### src/rtl/ise_pkg.sv
// -----------------------------------------------------------------------------
// ise_pkg
// Shared definitions for the frame statistics block: default pixel width and
// frame length, FSM state encoding, the per-frame result record and a helper
// that evaluates the edge flag for a min/max pair.
// -----------------------------------------------------------------------------
package ise_pkg;

   localparam int DATA_WIDTH = 8;
   localparam int N_PIX      = 9;
   localparam int SUM_WIDTH  = DATA_WIDTH + 4;
   localparam int IDX_WIDTH  = 4;

   typedef enum logic [0:0] {
      ST_IDLE    = 1'b0,
      ST_COLLECT = 1'b1
   } ise_state_e;

   typedef struct packed {
      logic [DATA_WIDTH-1:0] min_v;
      logic [DATA_WIDTH-1:0] max_v;
      logic [SUM_WIDTH-1:0]  sum_v;
      logic [IDX_WIDTH-1:0]  argmax_v;
      logic                  edge_v;
   } ise_rec_t;

   localparam int REC_WIDTH = $bits(ise_rec_t);

   // Unsigned spread check: max is never below min, so the difference cannot wrap.
   function automatic logic edge_exceeds(input logic [DATA_WIDTH-1:0] max_v,
                                         input logic [DATA_WIDTH-1:0] min_v,
                                         input int                    thresh);
      logic [DATA_WIDTH-1:0] diff;
      diff = max_v - min_v;
      return (int'(diff) > thresh);
   endfunction

endpackage

### src/rtl/ise_result_fifo.sv
// -----------------------------------------------------------------------------
// ise_result_fifo
// Two-entry record FIFO with read/write pointers and an occupancy count.
// A push is accepted when the FIFO is not full or when a pop happens in the
// same cycle; otherwise it is ignored (the parent reports the drop).
// Ports:
//   i_clk, i_rst_n : clock, asynchronous active-low reset
//   i_push, i_rec  : push strobe and record to store
//   i_pop          : pop strobe (ignored when empty)
//   o_head         : record at the head
//   o_full/o_empty : occupancy flags
// -----------------------------------------------------------------------------
module ise_result_fifo
   import ise_pkg::*;
(
   input  logic                 i_clk,
   input  logic                 i_rst_n,
   input  logic                 i_push,
   input  logic [REC_WIDTH-1:0] i_rec,
   input  logic                 i_pop,
   output logic [REC_WIDTH-1:0] o_head,
   output logic                 o_full,
   output logic                 o_empty
);

   logic [REC_WIDTH-1:0] r_mem [0:1];
   logic                 r_wr_ptr;
   logic                 r_rd_ptr;
   logic [1:0]           r_count;

   logic                 w_pop;
   logic                 w_push;

   assign o_full  = (r_count == 2'd2);
   assign o_empty = (r_count == 2'd0);
   assign o_head  = r_mem[r_rd_ptr];

   // When full, a simultaneous pop frees the slot the write pointer aims at.
   assign w_pop  = i_pop && !o_empty;
   assign w_push = i_push && (!o_full || w_pop);

   // Storage, pointer and occupancy update.
   always_ff @(posedge i_clk or negedge i_rst_n) begin
      if (!i_rst_n) begin
         r_mem[0] <= '0;
         r_mem[1] <= '0;
         r_wr_ptr <= 1'b0;
         r_rd_ptr <= 1'b0;
         r_count  <= 2'd0;
      end else begin
         if (w_push) begin
            r_mem[r_wr_ptr] <= i_rec;
            r_wr_ptr        <= ~r_wr_ptr;
         end
         if (w_pop) begin
            r_rd_ptr <= ~r_rd_ptr;
         end
         case ({w_push, w_pop})
            2'b10:   r_count <= r_count + 2'd1;
            2'b01:   r_count <= r_count - 2'd1;
            default: r_count <= r_count;
         endcase
      end
   end

endmodule

### src/rtl/ise_frame_stats.sv
// -----------------------------------------------------------------------------
// ise_frame_stats
// Collects N_PIX smoothed pixels per frame and produces a record with the
// frame minimum, maximum, sum, index of the first maximum and an edge flag
// (max-min above EDGE_THRESH). Records queue in a 2-entry FIFO; a gap inside
// a frame discards it with a FRAME_ERR pulse, and a record completing while
// the FIFO is full without a pop is dropped with an OVERFLOW pulse.
// Ports:
//   CLK, RESET_N          : clock, asynchronous active-low reset
//   IN_VALID, IN_DATA     : pixel stream, no backpressure
//   OUT_READY, OUT_VALID  : record handshake, pop on VALID & READY
//   OUT_MIN/MAX/SUM/ARGMAX/EDGE : fields of the head record
//   FRAME_ERR, OVERFLOW   : one-cycle error pulses
// -----------------------------------------------------------------------------
module ise_frame_stats #(
   parameter int DATA_WIDTH  = ise_pkg::DATA_WIDTH,
   parameter int N_PIX       = ise_pkg::N_PIX,
   parameter int EDGE_THRESH = 32
) (
   input  logic                  CLK,
   input  logic                  RESET_N,
   input  logic                  IN_VALID,
   input  logic [DATA_WIDTH-1:0] IN_DATA,
   input  logic                  OUT_READY,
   output logic                  OUT_VALID,
   output logic [DATA_WIDTH-1:0] OUT_MIN,
   output logic [DATA_WIDTH-1:0] OUT_MAX,
   output logic [DATA_WIDTH+3:0] OUT_SUM,
   output logic [3:0]            OUT_ARGMAX,
   output logic                  OUT_EDGE,
   output logic                  FRAME_ERR,
   output logic                  OVERFLOW
);

   import ise_pkg::*;

   localparam int SUM_W = DATA_WIDTH + 4;

   ise_state_e            r_state;
   logic [3:0]            r_pcnt;
   logic [DATA_WIDTH-1:0] r_min;
   logic [DATA_WIDTH-1:0] r_max;
   logic [SUM_W-1:0]      r_sum;
   logic [3:0]            r_argmax;
   logic                  r_frame_err;
   logic                  r_overflow;

   logic                  w_first;
   logic [3:0]            w_idx;
   logic [DATA_WIDTH-1:0] w_min_n;
   logic [DATA_WIDTH-1:0] w_max_n;
   logic [SUM_W-1:0]      w_sum_n;
   logic [3:0]            w_argmax_n;
   logic                  w_push;
   logic                  w_pop;
   logic                  w_full;
   logic                  w_empty;
   ise_rec_t              w_rec;
   ise_rec_t              w_head;
   logic [REC_WIDTH-1:0]  w_head_bits;

   assign w_first = (r_state == ST_IDLE);

   // Running statistics including the current pixel; IDLE restarts them from it.
   always_comb begin
      w_idx      = 4'd0;
      w_min_n    = r_min;
      w_max_n    = r_max;
      w_sum_n    = r_sum;
      w_argmax_n = r_argmax;
      if (w_first) begin
         w_idx      = 4'd0;
         w_min_n    = IN_DATA;
         w_max_n    = IN_DATA;
         w_sum_n    = SUM_W'(IN_DATA);
         w_argmax_n = 4'd0;
      end else begin
         w_idx   = r_pcnt;
         w_sum_n = r_sum + SUM_W'(IN_DATA);
         if (IN_DATA < r_min) begin
            w_min_n = IN_DATA;
         end else begin
            w_min_n = r_min;
         end
         // Strict compare keeps the earliest index on ties.
         if (IN_DATA > r_max) begin
            w_max_n    = IN_DATA;
            w_argmax_n = r_pcnt;
         end else begin
            w_max_n    = r_max;
            w_argmax_n = r_argmax;
         end
      end
   end

   assign w_push = IN_VALID && (w_idx == 4'(N_PIX - 1));
   assign w_pop  = !w_empty && OUT_READY;

   // Record assembled from the values that already include the last pixel.
   always_comb begin
      w_rec          = '0;
      w_rec.min_v    = w_min_n;
      w_rec.max_v    = w_max_n;
      w_rec.sum_v    = w_sum_n;
      w_rec.argmax_v = w_argmax_n;
      w_rec.edge_v   = edge_exceeds(w_max_n, w_min_n, EDGE_THRESH);
   end

   // Frame collection FSM, accumulators and error pulses.
   always_ff @(posedge CLK or negedge RESET_N) begin
      if (!RESET_N) begin
         r_state     <= ST_IDLE;
         r_pcnt      <= 4'd0;
         r_min       <= '0;
         r_max       <= '0;
         r_sum       <= '0;
         r_argmax    <= 4'd0;
         r_frame_err <= 1'b0;
         r_overflow  <= 1'b0;
      end else begin
         r_frame_err <= 1'b0;
         r_overflow  <= w_push && w_full && !w_pop;
         case (r_state)
            ST_IDLE: begin
               if (IN_VALID) begin
                  r_min    <= w_min_n;
                  r_max    <= w_max_n;
                  r_sum    <= w_sum_n;
                  r_argmax <= w_argmax_n;
                  if (w_push) begin
                     r_state <= ST_IDLE;
                     r_pcnt  <= 4'd0;
                  end else begin
                     r_state <= ST_COLLECT;
                     r_pcnt  <= 4'd1;
                  end
               end else begin
                  r_state <= ST_IDLE;
                  r_pcnt  <= 4'd0;
               end
            end
            ST_COLLECT: begin
               if (IN_VALID) begin
                  r_min    <= w_min_n;
                  r_max    <= w_max_n;
                  r_sum    <= w_sum_n;
                  r_argmax <= w_argmax_n;
                  if (w_push) begin
                     r_state <= ST_IDLE;
                     r_pcnt  <= 4'd0;
                  end else begin
                     r_state <= ST_COLLECT;
                     r_pcnt  <= r_pcnt + 4'd1;
                  end
               end else begin
                  // A gap inside a frame throws the partial frame away.
                  r_frame_err <= 1'b1;
                  r_state     <= ST_IDLE;
                  r_pcnt      <= 4'd0;
               end
            end
            default: begin
               r_state <= ST_IDLE;
               r_pcnt  <= 4'd0;
            end
         endcase
      end
   end

   ise_result_fifo u_fifo (
      .i_clk   (CLK),
      .i_rst_n (RESET_N),
      .i_push  (w_push),
      .i_rec   (w_rec),
      .i_pop   (w_pop),
      .o_head  (w_head_bits),
      .o_full  (w_full),
      .o_empty (w_empty)
   );

   assign w_head     = ise_rec_t'(w_head_bits);
   assign OUT_VALID  = !w_empty;
   assign OUT_MIN    = w_head.min_v;
   assign OUT_MAX    = w_head.max_v;
   assign OUT_SUM    = w_head.sum_v;
   assign OUT_ARGMAX = w_head.argmax_v;
   assign OUT_EDGE   = w_head.edge_v;
   assign FRAME_ERR  = r_frame_err;
   assign OVERFLOW   = r_overflow;

endmodule

### config.mk
export PLATFORM = sky130hd
export DESIGN_NAME = ise_frame_stats
export DESIGN_NICKNAME = d
export VERILOG_FILES = /design/src/rtl/ise_pkg.sv /design/src/rtl/ise_result_fifo.sv /design/src/rtl/ise_frame_stats.sv
export SDC_FILE = /design/constraint.sdc
export NUM_CORES = 1
export LEC_CHECK = 0
export ABC_AREA = 1
export BUFFER_PORTS_ARGS = -buffer_cell sky130_fd_sc_hd__buf_2
export CAP_MARGIN = 20
export CELL_PAD_IN_SITES_DETAIL_PLACEMENT = 0
export CELL_PAD_IN_SITES_GLOBAL_PLACEMENT = 1
export CORE_MARGIN = 5
export CORE_UTILIZATION = 30
export CTS_CLUSTER_SIZE = 40
export DETAILED_ROUTE_END_ITERATION = 7
export PLACE_DENSITY_LB_ADDON = 0.1
export SLEW_MARGIN = 20
export SYNTH_ARGS = -nofsm -noshare
export SYNTH_HDL_FRONTEND = slang
export SYNTH_SLANG_ARGS = --single-unit
### constraint.sdc
create_clock -name CLK -period 8.95 [get_ports CLK]
set_input_delay 0.895 -clock CLK [delete_from_list [all_inputs] [get_ports CLK]]
set_output_delay 0.895 -clock CLK [all_outputs]
set_load 0.005 [all_outputs]
=== Word-level counts from Yosys, hierarchy flattened ===
Index checks and enable logic that the tools add are counted.

* Bits in registers: 109
* Bits in latches: 0
* Bits in writable memories: 0
* ROM bits: 0
* Word-level logic and storage cells: 74
* Memories kept: 0

* Add/sub/neg operators: 5
* $mul: 0
* Divide/modulo/power cells: 0
* $lt $le $gt $ge: 6
* Equality and inequality tests: 4
* Shift-type cells: 0
* Muxes and demuxes: 28
* Bitwise operators: 5
* Reduce and logical (&&, ||, !) cells: 13

{| class="wikitable"
|+ Operator list
! operator !! number
|-
| $mux W33 || 4
|-
| $bwmux W66 || 1
|-
| $mux W8 || 6
|-
| $demux W33 S1 || 1
|-
| $mux W4 || 7
|-
| $mux W12 || 2
|-
| $add A12 B8 Y12 || 1
|-
| $gt A8 B6 Y1 const B || 1
|-
| $gt A8 B8 Y1 || 1
|-
| $lt A8 B8 Y1 || 1
|-
| $pmux W4 S2 || 1
|-
| $sub A8 B8 Y8 || 1
|-
| $logic_and A1 B1 Y1 || 7
|-
| $mux W1 || 5
|-
| $add A4 B1 Y4 const B || 1
|-
| $eq A2 B2 Y1 const B || 2
|-
| $eq A4 B4 Y1 const B || 1
|-
| $ge A2 B2 Y1 const B || 2
|-
| $not A1 Y2 || 2
|-
| $pmux W2 S2 || 1
|-
| $logic_not A1 Y1 || 3
|-
| $not A1 Y1 || 3
|-
| $add A2 B1 Y2 const B || 1
|-
| $eq A2 B1 Y1 const B || 1
|-
| other kinds (5) || 5
|}

=== Logic depth before layout (Yosys ltp) ===
Gate-level depths: netlist of the first run.

* Depth after elaboration: 8
* Mapped depth: 28

=== By module ===
A second synthesis of the first run with hierarchy kept.

* Cell total of the unflattened synthesis: 844
* Area total of the unflattened synthesis: 6,406.1 sq um

{| class="wikitable"
|+ By module, submodules not included
! module !! times used !! cells an instance !! area an instance (sq um)
|-
| ise_result_fifo || 1 || 427 || 3,377.0
|-
| ise_frame_stats || 1 || 417 || 3,029.2
|}

=== Least setup slack after synthesis of the first run ===
Ideal clock, no wire load.

* Kind: input -> register
* From: input port IN_DATA[5]
* To: register u_fifo.r_mem[33] in the netlist's numbering
* Library setup time: 0.116 ns
* Data arrival time: 3.550 ns
* Required time: 8.834 ns
* Slack: 5.284 ns
* Stages: 21
* Cells stage by stage: ha_1 > a21oi_1 > nor2_1 > nor3_1 > nand2_1 > nand2_1 > buf_2 > nand2_1 > o21ai_0 > inv_1 > ha_1 > fa_1 > o21ai_0 > nand2_1 > nand2_1 > a21oi_1 > xnor2_1 > nor2_1 > nand3_1 > nand2_1 > nand2_1

* Word-level cells in the longest chain between the ends: 6
* Elaborated cells on any way between the ends: 9
* Those cells by class: add/sub: 1; order compare: 3; mux: 5

{| class="wikitable"
|+ RTL lines
! item !! line !! source
|-
| start: declaration || ise_frame_stats.sv:23 || <nowiki>input logic [DATA_WIDTH-1:0] IN_DATA,</nowiki>
|-
| $lt A8 B8 Y1 || ise_frame_stats.sv:80 || <nowiki>if (IN_DATA < r_min) begin</nowiki>
|-
| $mux W8 || ise_frame_stats.sv:80 ||
|-
| $mux W8 || ise_frame_stats.sv:71 || <nowiki>if (w_first) begin</nowiki>
|-
| named net u_fifo.i_rec[25] || ise_result_fifo.sv:19 || <nowiki>input logic [REC_WIDTH-1:0] i_rec,</nowiki>
|-
| $sub A8 B8 Y8 || ise_pkg.sv:34 || <nowiki>diff = max_v - min_v;</nowiki>
|-
| $gt A8 B6 Y1 || ise_pkg.sv:35 || <nowiki>return (int'(diff) > thresh);</nowiki>
|-
| $bwmux W66 || ise_result_fifo.sv:52 || <nowiki>r_mem[r_wr_ptr] <= i_rec;</nowiki>
|-
| end signal: indexed assignment || ise_result_fifo.sv:52 ||
|-
| end: declaration || ise_result_fifo.sv:26 || <nowiki>logic [REC_WIDTH-1:0] r_mem [0:1];</nowiki>
|}

The timed path passes the listed nets, and every way through them passes these cells.
A chain may end at the register's enable or synchronous reset.

=== Worst setup path after layout of the first run ===
* From: input port IN_DATA[7]
* To: register u_fifo.r_mem[0] in the netlist's numbering

* Word-level cells in the longest chain between the ends: 6
* Elaborated cells on any way between the ends: 9
* Those cells by class: add/sub: 1; order compare: 3; mux: 5

{| class="wikitable"
|+ RTL lines
! item !! line !! source
|-
| $gt A8 B8 Y1 || ise_frame_stats.sv:86 || <nowiki>if (IN_DATA > r_max) begin</nowiki>
|-
| $mux W8 || ise_frame_stats.sv:86 ||
|-
| $mux W8 || ise_frame_stats.sv:71 ||
|-
| named net u_fifo.i_rec[19] || ise_result_fifo.sv:19 ||
|-
| $sub A8 B8 Y8 || ise_pkg.sv:34 ||
|-
| $gt A8 B6 Y1 || ise_pkg.sv:35 ||
|-
| $bwmux W66 || ise_result_fifo.sv:52 ||
|}

The timed path passes the listed nets, and every way through them passes these cells.

==> impl_metrics.env, run 1 <==
export IMPL_status="finished clean"
export IMPL_cts_max_path_buffers=2
export IMPL_cts_setup_buffers=0
export IMPL_synth_mux_area_frac=0
export IMPL_wirelength_um=15900
export IMPL_core_mm2=0.0193
export IMPL_yosysUniqueCellTypes=31
export IMPL_max_stage_delay_ns=0.72
export IMPL_die_x_um=149
export IMPL_rrSetupSlack_ns=4.78
export IMPL_h_tree_depth=3
export IMPL_num_rows=51
export IMPL_ir_drop_mv=0.0873
export IMPL_finalClockSkew_ns=0.00831
export IMPL_dominantRegCellSynth="dfrtp_1"
export IMPL_fin_util=0.340
export IMPL_gp_congestion=0.812
export IMPL_via_count=4829
export IMPL_synth_common_cells="nand2_1, dfrtp_1, o21ai_0"
export IMPL_wl_per_cell_um=15.0
export IMPL_path_class="in -> reg"
export IMPL_reg2reg_depth=19
export IMPL_num_nets_final=830
export IMPL_synth_nets=799
export IMPL_antenna_left=0
export IMPL_leakagePower_nw=3.43
export IMPL_grt_max_degree=61
export IMPL_crit_cells=19
export IMPL_dieArea_mm2=0.0223
export IMPL_synth_cells=753
export IMPL_p_total_mw=1.32
export IMPL_synth_most_common_cell="nand2_1"
export IMPL_hold_buffers=0
export IMPL_gr_total_overflow=0
export IMPL_period_needed_ns=4.43
export IMPL_synthAdderAreaFrac=0.0758
export IMPL_r2r_start="r_max[7]"
export IMPL_yosysTopAreaCell="dfrtp_1"
export IMPL_cp_slowest_cell="o21ai_0"
export IMPL_power_density_mw_per_mm2=202
export IMPL_r2r_end="u_fifo.r_mem[0]"
export IMPL_synth_compound_area_share=0.130
export IMPL_hp_class="reg -> reg"
export IMPL_cts_resized=0
export IMPL_grt_pass1_wl_um=25900
export IMPL_yosys_warnings=0
export IMPL_endpoint="u_fifo.r_mem[0]"
export IMPL_cp_num_buf_inv=2
export IMPL_cpMostUsedCell="nand2_1"
export IMPL_layout_drive_gt1_share=0.0951
export IMPL_grt_usage=0.149
export IMPL_start_util=0.302
export IMPL_clk_pin_slew_ns=0.07
export IMPL_fin_crit_sh=0.495
export IMPL_synth_top_cell_area_share=0.469
export IMPL_io_pins=48
export IMPL_viasPerCell=4.58
export IMPL_path_max_fanout=17
export IMPL_arrival_ns=4.67
export IMPL_portBuffers=47
export IMPL_worst_slew_pin_slew_ns=0.985
export IMPL_yosys_area_share_simple=0.237
export IMPL_hold_violations=0
export IMPL_cts_tree="built"
export IMPL_end_kind="register"
export IMPL_synth_edf_count=0
export IMPL_die_h_um=149
export IMPL_tns_ns=0
export IMPL_crit_chain="buf_2 > ha_1 > nand2_1 > nor2_1 > nand4_1 > nand2_1 > nand2_1 > o21ai_0 > inv_1 > ha_1 > a21oi_1 > nand2_1 > xor2_1 > nor3_1 > nor2_1 > nor2_1 > nand3_1 > nand2_1 > nand2_1"
export IMPL_finalSetupViolations=0
export IMPL_synth_area_top_cells="dfrtp_1, nand2_1, o21ai_0"
export IMPL_insertion_delay_ns=0.35
export IMPL_ys_seq_area_frac=0.469
export IMPL_crit_path_start_kind="input pin"
export IMPL_area_growth_synth_to_final_pct=12.9
export IMPL_maxCapViolations=0
export IMPL_crit_family="simple AND/OR/NAND/NOR gates"
export IMPL_synth_seq_cells=109
export IMPL_drt_iter0_markers=253
export IMPL_maxSlewHeadroom=0.343
export IMPL_grt_setup_unrepaired="no"
export IMPL_async_reset_ff_frac=1.00
export IMPL_fmax_mhz=226
export IMPL_synth_top_family_by_area="simple AND/OR/NAND/NOR gates"
export IMPL_hpwl_um=11100
export IMPL_cts_root_buf="clkbuf_16"
export IMPL_antenna_found_initial=0
export IMPL_cts_sinks=109
export IMPL_synth_xor_area_frac=0.0181
export IMPL_drc_errors=0
export IMPL_cts_buffers=9
export IMPL_netlist_area_mm2=0.00581
export IMPL_first_pass_iters=5
export IMPL_slew_viol_final=0
export IMPL_crit_start="IN_DATA[7]"
export IMPL_cp_data_required_time_ns=9.19
export IMPL_synth_avg_cell_area_um2=7.72
export IMPL_grt_pass1_vias=4697
layout make-up:
class	instances	area, um^2
antenna	1	2.50
clock buffer	14	264
clock inverter	2	17.5
fill	2097	12700
inverter	70	263
multi-input combinational	542	2680
sequential	109	2730
tap	265	332
timing repair buffer	52	275
flip-flops by register name, summed over array words and instances (netlist names):
signal	cells
u_fifo.r_mem	66
r_sum	12
r_max	8
r_min	8
r_argmax	4
r_pcnt	4
u_fifo.r_count	2
FRAME_ERR	1
OVERFLOW	1
r_state	1
u_fifo.r_rd_ptr	1
u_fifo.r_wr_ptr	1
kinds of logic (layout without fill, tap and decap cells):
family,after synthesis,count (layout)
simple gates,349,349
compound gates,147,147
flops,109,109
buf+inv,102,138
fa+ha+maj,34,34
xor+xnor,12,12
other cells,0,1
worst reg2reg max path: cells and delay by family, from the launching register on:
| family | cells | cell delay (ns) |
|---|---|---|
| AO/OA/AOI/OAI | 2 | 0.95 |
| flip-flops | 1 | 0.38 |
| XOR/XNOR | 1 | 0.15 |
| AND/OR/NAND/NOR | 12 | 1.76 |
| buffers and inverters | 2 | 0.17 |
| adder cells (fa/ha/maj) | 2 | 0.66 |
layout by cell type, fill, tap and decap left out, types with 2 or more instances in the layout:
master | netlist | routed
clkbuf_1 | 18 | 3
nor2_1 | 22 | 22
inv_2 | 4 | 5
nor3b_1 | 2 | 2
clkbuf_16 | 0 | 9
buf_2 | 11 | 46
fa_1 | 2 | 2
dfrtp_1 | 109 | 109
o22ai_1 | 2 | 2
nand2_1 | 292 | 292
xnor2_1 | 5 | 5
nand4_1 | 3 | 3
clkbuf_8 | 0 | 2
o21ai_0 | 107 | 107
clkinv_4 | 0 | 2
a21o_1 | 2 | 2
nand3_1 | 20 | 20
nor3_1 | 4 | 4
inv_1 | 65 | 64
xor2_1 | 7 | 7
buf_4 | 0 | 6
o211ai_1 | 3 | 3
o21ai_1 | 13 | 13
ha_1 | 32 | 32
a21oi_1 | 19 | 19
routing by layer:
metal  track usage  vias to the layer above  routed length, um  part of all wire
met4        0.0453                        0                219             0.014
met2         0.214                       76               6550              0.41
met3        0.0234                       17                535             0.034
li1              -                     2467                  -                 -
met5             0                        -                  0                 0
met1         0.228                     2269               8550              0.54
stage by stage:
step           setup WS (ns)  area [um^2]  cells  hold slack [ns]
2_1_floorplan           5.28         5810    753            0.442
3_3_place_gp            4.21         6270   1038            0.461
3_5_place_dp            4.13         6270   1038            0.464
4_1_cts                 4.50         6560   1054            0.485
5_1_grt                 4.02         6560   1054            0.503
6_report                4.52         6560   1055            0.479
how the worst min path moves through the flow:
| stage | startpoint | end | slack (ns) | depth (start not counted) |
|---|---|---|---|---|
| floorplan | u_fifo.r_mem[5] | u_fifo.r_mem[5] | 0.44 | 2 |
| global placement | u_fifo.r_mem[8] | u_fifo.r_mem[8] | 0.46 | 2 |
| detailed placement | u_fifo.r_mem[6] | u_fifo.r_mem[6] | 0.46 | 2 |
| CTS | u_fifo.r_mem[0] | u_fifo.r_mem[0] | 0.49 | 2 |
| global route | u_fifo.r_mem[6] | u_fifo.r_mem[6] | 0.50 | 2 |
| finish | u_fifo.r_mem[0] | u_fifo.r_mem[0] | 0.48 | 2 |
power breakdown:
group	switching (mW)	total, mW	internal, mW
registers	0.0264	0.552	0.525
clock network	0.187	0.393	0.206
logic	0.259	0.377	0.119
No activity file was read; power rests on OpenSTA's default activity.
==> run 2, diff against run 1 <==
clock period = 4.1 ns   (was 8.95 ns; I/O delays follow)
==> run 2 against run 1 <==
Effect of this change: final cell count is 1.3% higher; non-clock buffer count is 14 higher; design area increased by 1.6%; power increased by 120%; critical endpoint is now u_fifo.r_mem[33]; global-route usage rose by 0.22 points; flip-flop and latch count unchanged; clock skew down 0.0020 ns; die area is the same.
==> impl_metrics.env, run 2 (same netlist as run 1, synthesis figures left out) <==
export IMPL_die_h_um=149
export IMPL_wl_met3_um=669
export IMPL_gr_total_overflow=0
export IMPL_wirelength_um=16200
export IMPL_maxSlewHeadroom=0.309
export IMPL_antenna_left=0
export IMPL_fin_cells=1069
export IMPL_final_cell_mix="nand2_1, dfrtp_1, o21ai_0"
export IMPL_regMostFlops="u_fifo.r_mem"
export IMPL_fmax_mhz=279
export IMPL_reg2reg_depth=20
export IMPL_dp_cells=1052
export IMPL_cts_sinks=109
export IMPL_layout_drive_gt1_share=0.115
export IMPL_final_common_cell="nand2_1"
export IMPL_dieArea_mm2=0.0223
export IMPL_leakagePower_nw=3.50
export IMPL_grt_max_degree=61
export IMPL_path_class="reg -> reg"
export IMPL_drc_errors=0
export IMPL_largestRegisters="u_fifo.r_mem x66, r_sum x12"
export IMPL_portBuffers=47
export IMPL_crit_path_start_kind="register"
export IMPL_insertion_delay_ns=0.35
export IMPL_arrival_ns=3.83
export IMPL_grt_usage=0.151
export IMPL_cts_resized=0
export IMPL_first_pass_iters=5
export IMPL_start_util=0.302
export IMPL_largest_reg_flops=66
export IMPL_area_growth_synth_to_final_pct=14.7
export IMPL_num_rows=51
export IMPL_antenna_found_initial=0
export IMPL_cts_buffers=9
export IMPL_wl_met2_um=6800
export IMPL_io_pins=48
export IMPL_hold_buffers=0
export IMPL_hp_class="in -> async"
export IMPL_rrSetupSlack_ns=0.51
export IMPL_core_mm2=0.0193
export IMPL_cts_root_buf="clkbuf_16"
export IMPL_cts_max_path_buffers=2
export IMPL_die_x_um=149
export IMPL_cp_data_required_time_ns=4.35
export IMPL_maxCapViolations=0
export IMPL_power_density_mw_per_mm2=442
export IMPL_worst_slew_pin_slew_ns=1.04
export IMPL_ir_drop_mv=0.196
export IMPL_cts_tree="built"
export IMPL_gp_congestion=0.805
export IMPL_h_tree_depth=3
export IMPL_wl_per_cell_um=15.1
export IMPL_grt_pass1_wl_um=26200
export IMPL_grt_setup_unrepaired="no"
export IMPL_end_kind="register"
export IMPL_fin_crit_sh=0.875
export IMPL_cts_setup_buffers=0
export IMPL_period_needed_ns=3.59
export IMPL_hpwl_um=11400
export IMPL_drt_iter0_markers=384
export IMPL_via_count=4932
export IMPL_status="finished clean"
export IMPL_viasPerCell=4.61
export IMPL_clk_pin_slew_ns=0.07
export IMPL_top_layer="met4"
export IMPL_finalClockSkew_ns=0.00630
export IMPL_finalSetupViolations=0
export IMPL_grt_pass1_vias=4690
export IMPL_hold_violations=0
export IMPL_num_nets_final=844
export IMPL_slew_viol_final=0
export IMPL_met1_length_um=8440
export IMPL_path_max_fanout=13
export IMPL_tns_ns=0
## run 2: cell types whose count changed in the layout (fill, tap and decap cells not counted), moves of 2 or more
cell	change
clkinv_2	+2
clkbuf_1	-3
buf_4	+14
clkinvlp_4	+2
clkinv_4	-2
## run 2: power breakdown
group	internal, mW	leakage [nW]	switching, mW
logic	0.291	1.92	0.579
clock network	0.434	0.137	0.432
registers	1.15	1.44	0.0605
## run 2: cell type report
class                      instances  area (um^2)
fill                            2067        12600
sequential                       109         2730
multi-input combinational        542         2680
timing repair buffer              66          380
tap                              265          332
inverter                          70          263
clock buffer                      10          239
clock inverter                     6         45.0
antenna                            1         2.50
## run 2: final timing paths
path | startpoint | end
worst max-delay path | r_max[7] | u_fifo.r_mem[33]
worst min-delay path | RESET_N | u_fifo.r_mem[54]
worst max register to register | r_max[7] | u_fifo.r_mem[33]
worst min register to register | u_fifo.r_mem[7] | u_fifo.r_mem[7]
max in group asynchronous | RESET_N | r_argmax[0]
min in group CLK | OUT_READY | u_fifo.r_rd_ptr
## run 2: critical path, cell delays in order (launching register included)
cell	delay, ns
dfrtp_1	0.40
inv_1	0.09
ha_1	0.29
a21o_1	0.18
nor2_1	0.09
nand2_1	0.05
nand2_1	0.17
nand2_1	0.29
nand2_1	0.12
o21ai_0	0.17
ha_1	0.28
fa_1	0.40
o21ai_0	0.28
nand2_1	0.09
nand2_1	0.07
a21oi_1	0.07
xnor2_1	0.12
nor2_1	0.09
nand3_1	0.10
nand2_1	0.08
nand2_1	0.04
## run 2: routing by layer
metal | vias to the layer above | global-route usage
met5 | - | 0
met4 | 0 | 0.0458
met3 | 17 | 0.0219
met2 | 110 | 0.225
met1 | 2307 | 0.226
li1 | 2498 | -
## run 2: per-stage QoR
step	hold WS [ns]	utilization	instance area, um^2	setup slack (ns)	power [mW]
2_1_floorplan	0.114	-	5810	0.919	1.78
3_3_place_gp	0.460	0.331	6380	0.496	2.10
3_5_place_dp	0.465	0.331	6380	0.437	2.11
4_1_cts	0.0895	0.346	6660	0.542	2.99
5_1_grt	0.127	0.346	6660	0.0631	3.15
6_report	0.0816	0.346	6670	0.513	2.94
==> run 3, diff against run 2 <==
==> constraint.sdc (replaced) <==
create_clock -name CLK -period 4.1 [get_ports CLK]
set_input_delay 0.82 -clock CLK [delete_from_list [all_inputs] [get_ports CLK]]
set_output_delay 0.82 -clock CLK [all_outputs]
set_load 0.005 [all_outputs]
==> run 3 against run 2 <==
Effect of this change: final cell count grew 0.37%; clock power grew 6.9%; clock skew grew 0.0044 ns; count of clock-buffer cells in the layout is the same; fmax grew 0.95%; critical endpoint unchanged; largest cell class unchanged.
==> impl_metrics.env, run 3 (same netlist as run 1, synthesis figures left out) <==
export IMPL_cp_data_required_time_ns=4.35
export IMPL_portBuffers=47
export IMPL_pwr_share_clk=0.307
export IMPL_cts_resized=0
export IMPL_fin_cells=1073
export IMPL_p_comb_frac=0.290
export IMPL_cts_max_path_buffers=2
export IMPL_fillers=2116
export IMPL_num_rows=51
export IMPL_p_int_mw=1.94
export IMPL_grt_usage=0.152
export IMPL_hpwl_um=11600
export IMPL_h_tree_depth=3
export IMPL_status="finished clean"
export IMPL_end_kind="register"
export IMPL_p_seq_frac=0.402
export IMPL_maxSlewHeadroom=0.363
export IMPL_holdWs_ns=0.484
export IMPL_hold_buffers=0
export IMPL_cts_setup_buffers=0
export IMPL_path_max_fanout=11
export IMPL_largestRegisters="u_fifo.r_mem x66, r_sum x12"
export IMPL_io_pins=48
export IMPL_fin_crit_sh=0.867
export IMPL_cts_sinks=109
export IMPL_antenna_found_initial=0
export IMPL_wl_per_cell_um=15.1
export IMPL_cts_buffers=9
export IMPL_first_pass_iters=5
export IMPL_largest_reg_flops=66
export IMPL_leakagePower_nw=3.53
export IMPL_dieArea_mm2=0.0223
export IMPL_core_mm2=0.0193
export IMPL_final_cell_mix="nand2_1, dfrtp_1, o21ai_0"
export IMPL_final_common_cell="nand2_1"
export IMPL_slew_viol_final=0
export IMPL_layout_drive_gt1_share=0.120
export IMPL_hold_violations=0
export IMPL_grt_pass1_wl_um=26300
export IMPL_die_x_um=149
export IMPL_power_switching_mw=1.07
export IMPL_grt_max_degree=68
export IMPL_finalSetupViolations=0
export IMPL_drc_errors=0
export IMPL_maxCapViolations=0
export IMPL_antenna_left=0
export IMPL_clk_pin_slew_ns=0.08
export IMPL_power_density_mw_per_mm2=448
export IMPL_arrival_ns=3.80
export IMPL_num_nets_final=849
export IMPL_tns_ns=0
export IMPL_worst_slew_pin_slew_ns=0.955
export IMPL_via_count=4926
export IMPL_insertion_delay_ns=0.36
export IMPL_diodes=0
export IMPL_gr_total_overflow=0
export IMPL_grt_setup_unrepaired="no"
export IMPL_cts_tree="built"
export IMPL_gp_congestion=0.824
export IMPL_hp_class="reg -> reg"
export IMPL_area_growth_synth_to_final_pct=15.7
export IMPL_finalClockSkew_ns=0.0107
export IMPL_fmax_mhz=281
export IMPL_wirelength_um=16200
export IMPL_crit_path_start_kind="input pin"
export IMPL_swShare=0.356
export IMPL_grt_pass1_vias=4718
export IMPL_period_needed_ns=3.55
export IMPL_dp_cells=1057
export IMPL_fin_util=0.349
export IMPL_viasPerCell=4.59
export IMPL_regMostFlops="u_fifo.r_mem"
export IMPL_ir_drop_mv=0.201
export IMPL_cts_root_buf="clkbuf_16"
export IMPL_path_class="in -> reg"
export IMPL_drt_iter0_markers=309
export IMPL_start_util=0.302
export IMPL_die_h_um=149
==> run 3: worst max-delay path: stages <==
cell,delay (ns)
buf_2,0.13
ha_1,0.31
a21oi_1,0.15
nor2_1,0.05
nor3_1,0.13
nand2_1,0.11
nand2_1,0.25
nand2_1,0.08
o21ai_0,0.12
inv_1,0.07
ha_1,0.21
fa_1,0.41
o21ai_0,0.30
nand2_1,0.09
nand2_1,0.07
a21oi_1,0.07
xnor2_1,0.12
nor2_1,0.10
nand3_1,0.10
nand2_1,0.07
nand2_1,0.05
==> run 3: final timing paths <==
path,start,endpoint,slack [ns],cells after the start
worst max register to register,r_min[5],u_fifo.r_mem[33],0.68,21
min in group asynchronous,RESET_N,u_fifo.r_mem[20],0.59,1
worst min register to register,u_fifo.r_mem[5],u_fifo.r_mem[5],0.48,2
worst min-delay path,u_fifo.r_mem[5],u_fifo.r_mem[5],0.48,2
worst max-delay path,IN_DATA[5],u_fifo.r_mem[33],0.55,21
max in group asynchronous,RESET_N,u_fifo.r_wr_ptr,2.62,2
==> run 3: layer usage <==
metal,up-vias,track usage,wire length [um]
li1,2501,-,-
met1,2340,0.234,8610
met2,72,0.221,6840
met3,13,0.0222,557
met4,0,0.0435,191
met5,-,0,0
==> run 3: power by group through the flow <==
stage | clock (mW) | combinational (mW) | sequential, mW
finish | 0.926 | 0.875 | 1.21
global route | 0.997 | 1.01 | 1.22
CTS | 0.964 | 0.894 | 1.21
detailed placement | 0 | 0.892 | 1.23
global placement | 0 | 0.886 | 1.23
floorplan | 0 | 0.572 | 1.21
==> run 3: stage by stage <==
step | setup slack [ns] | total power [mW] | area, um^2
2_1_floorplan | 0.509 | 1.78 | 5810
3_3_place_gp | 0.272 | 2.12 | 6420
3_5_place_dp | 0.176 | 2.12 | 6420
4_1_cts | 0.552 | 3.07 | 6720
5_1_grt | 0.202 | 3.23 | 6720
6_report | 0.547 | 3.01 | 6720
==> run 3: final cells by class <==
cell class	count	area, um^2	share of cell area
repair buffers	71	418	0.0622
clock inverters	6	67.6	0.0100
flip-flops and latches	109	2730	0.406
well taps	265	332	0.0493
clock buffers	10	239	0.0355
inverters	70	263	0.0391
multi-input cells	542	2680	0.398
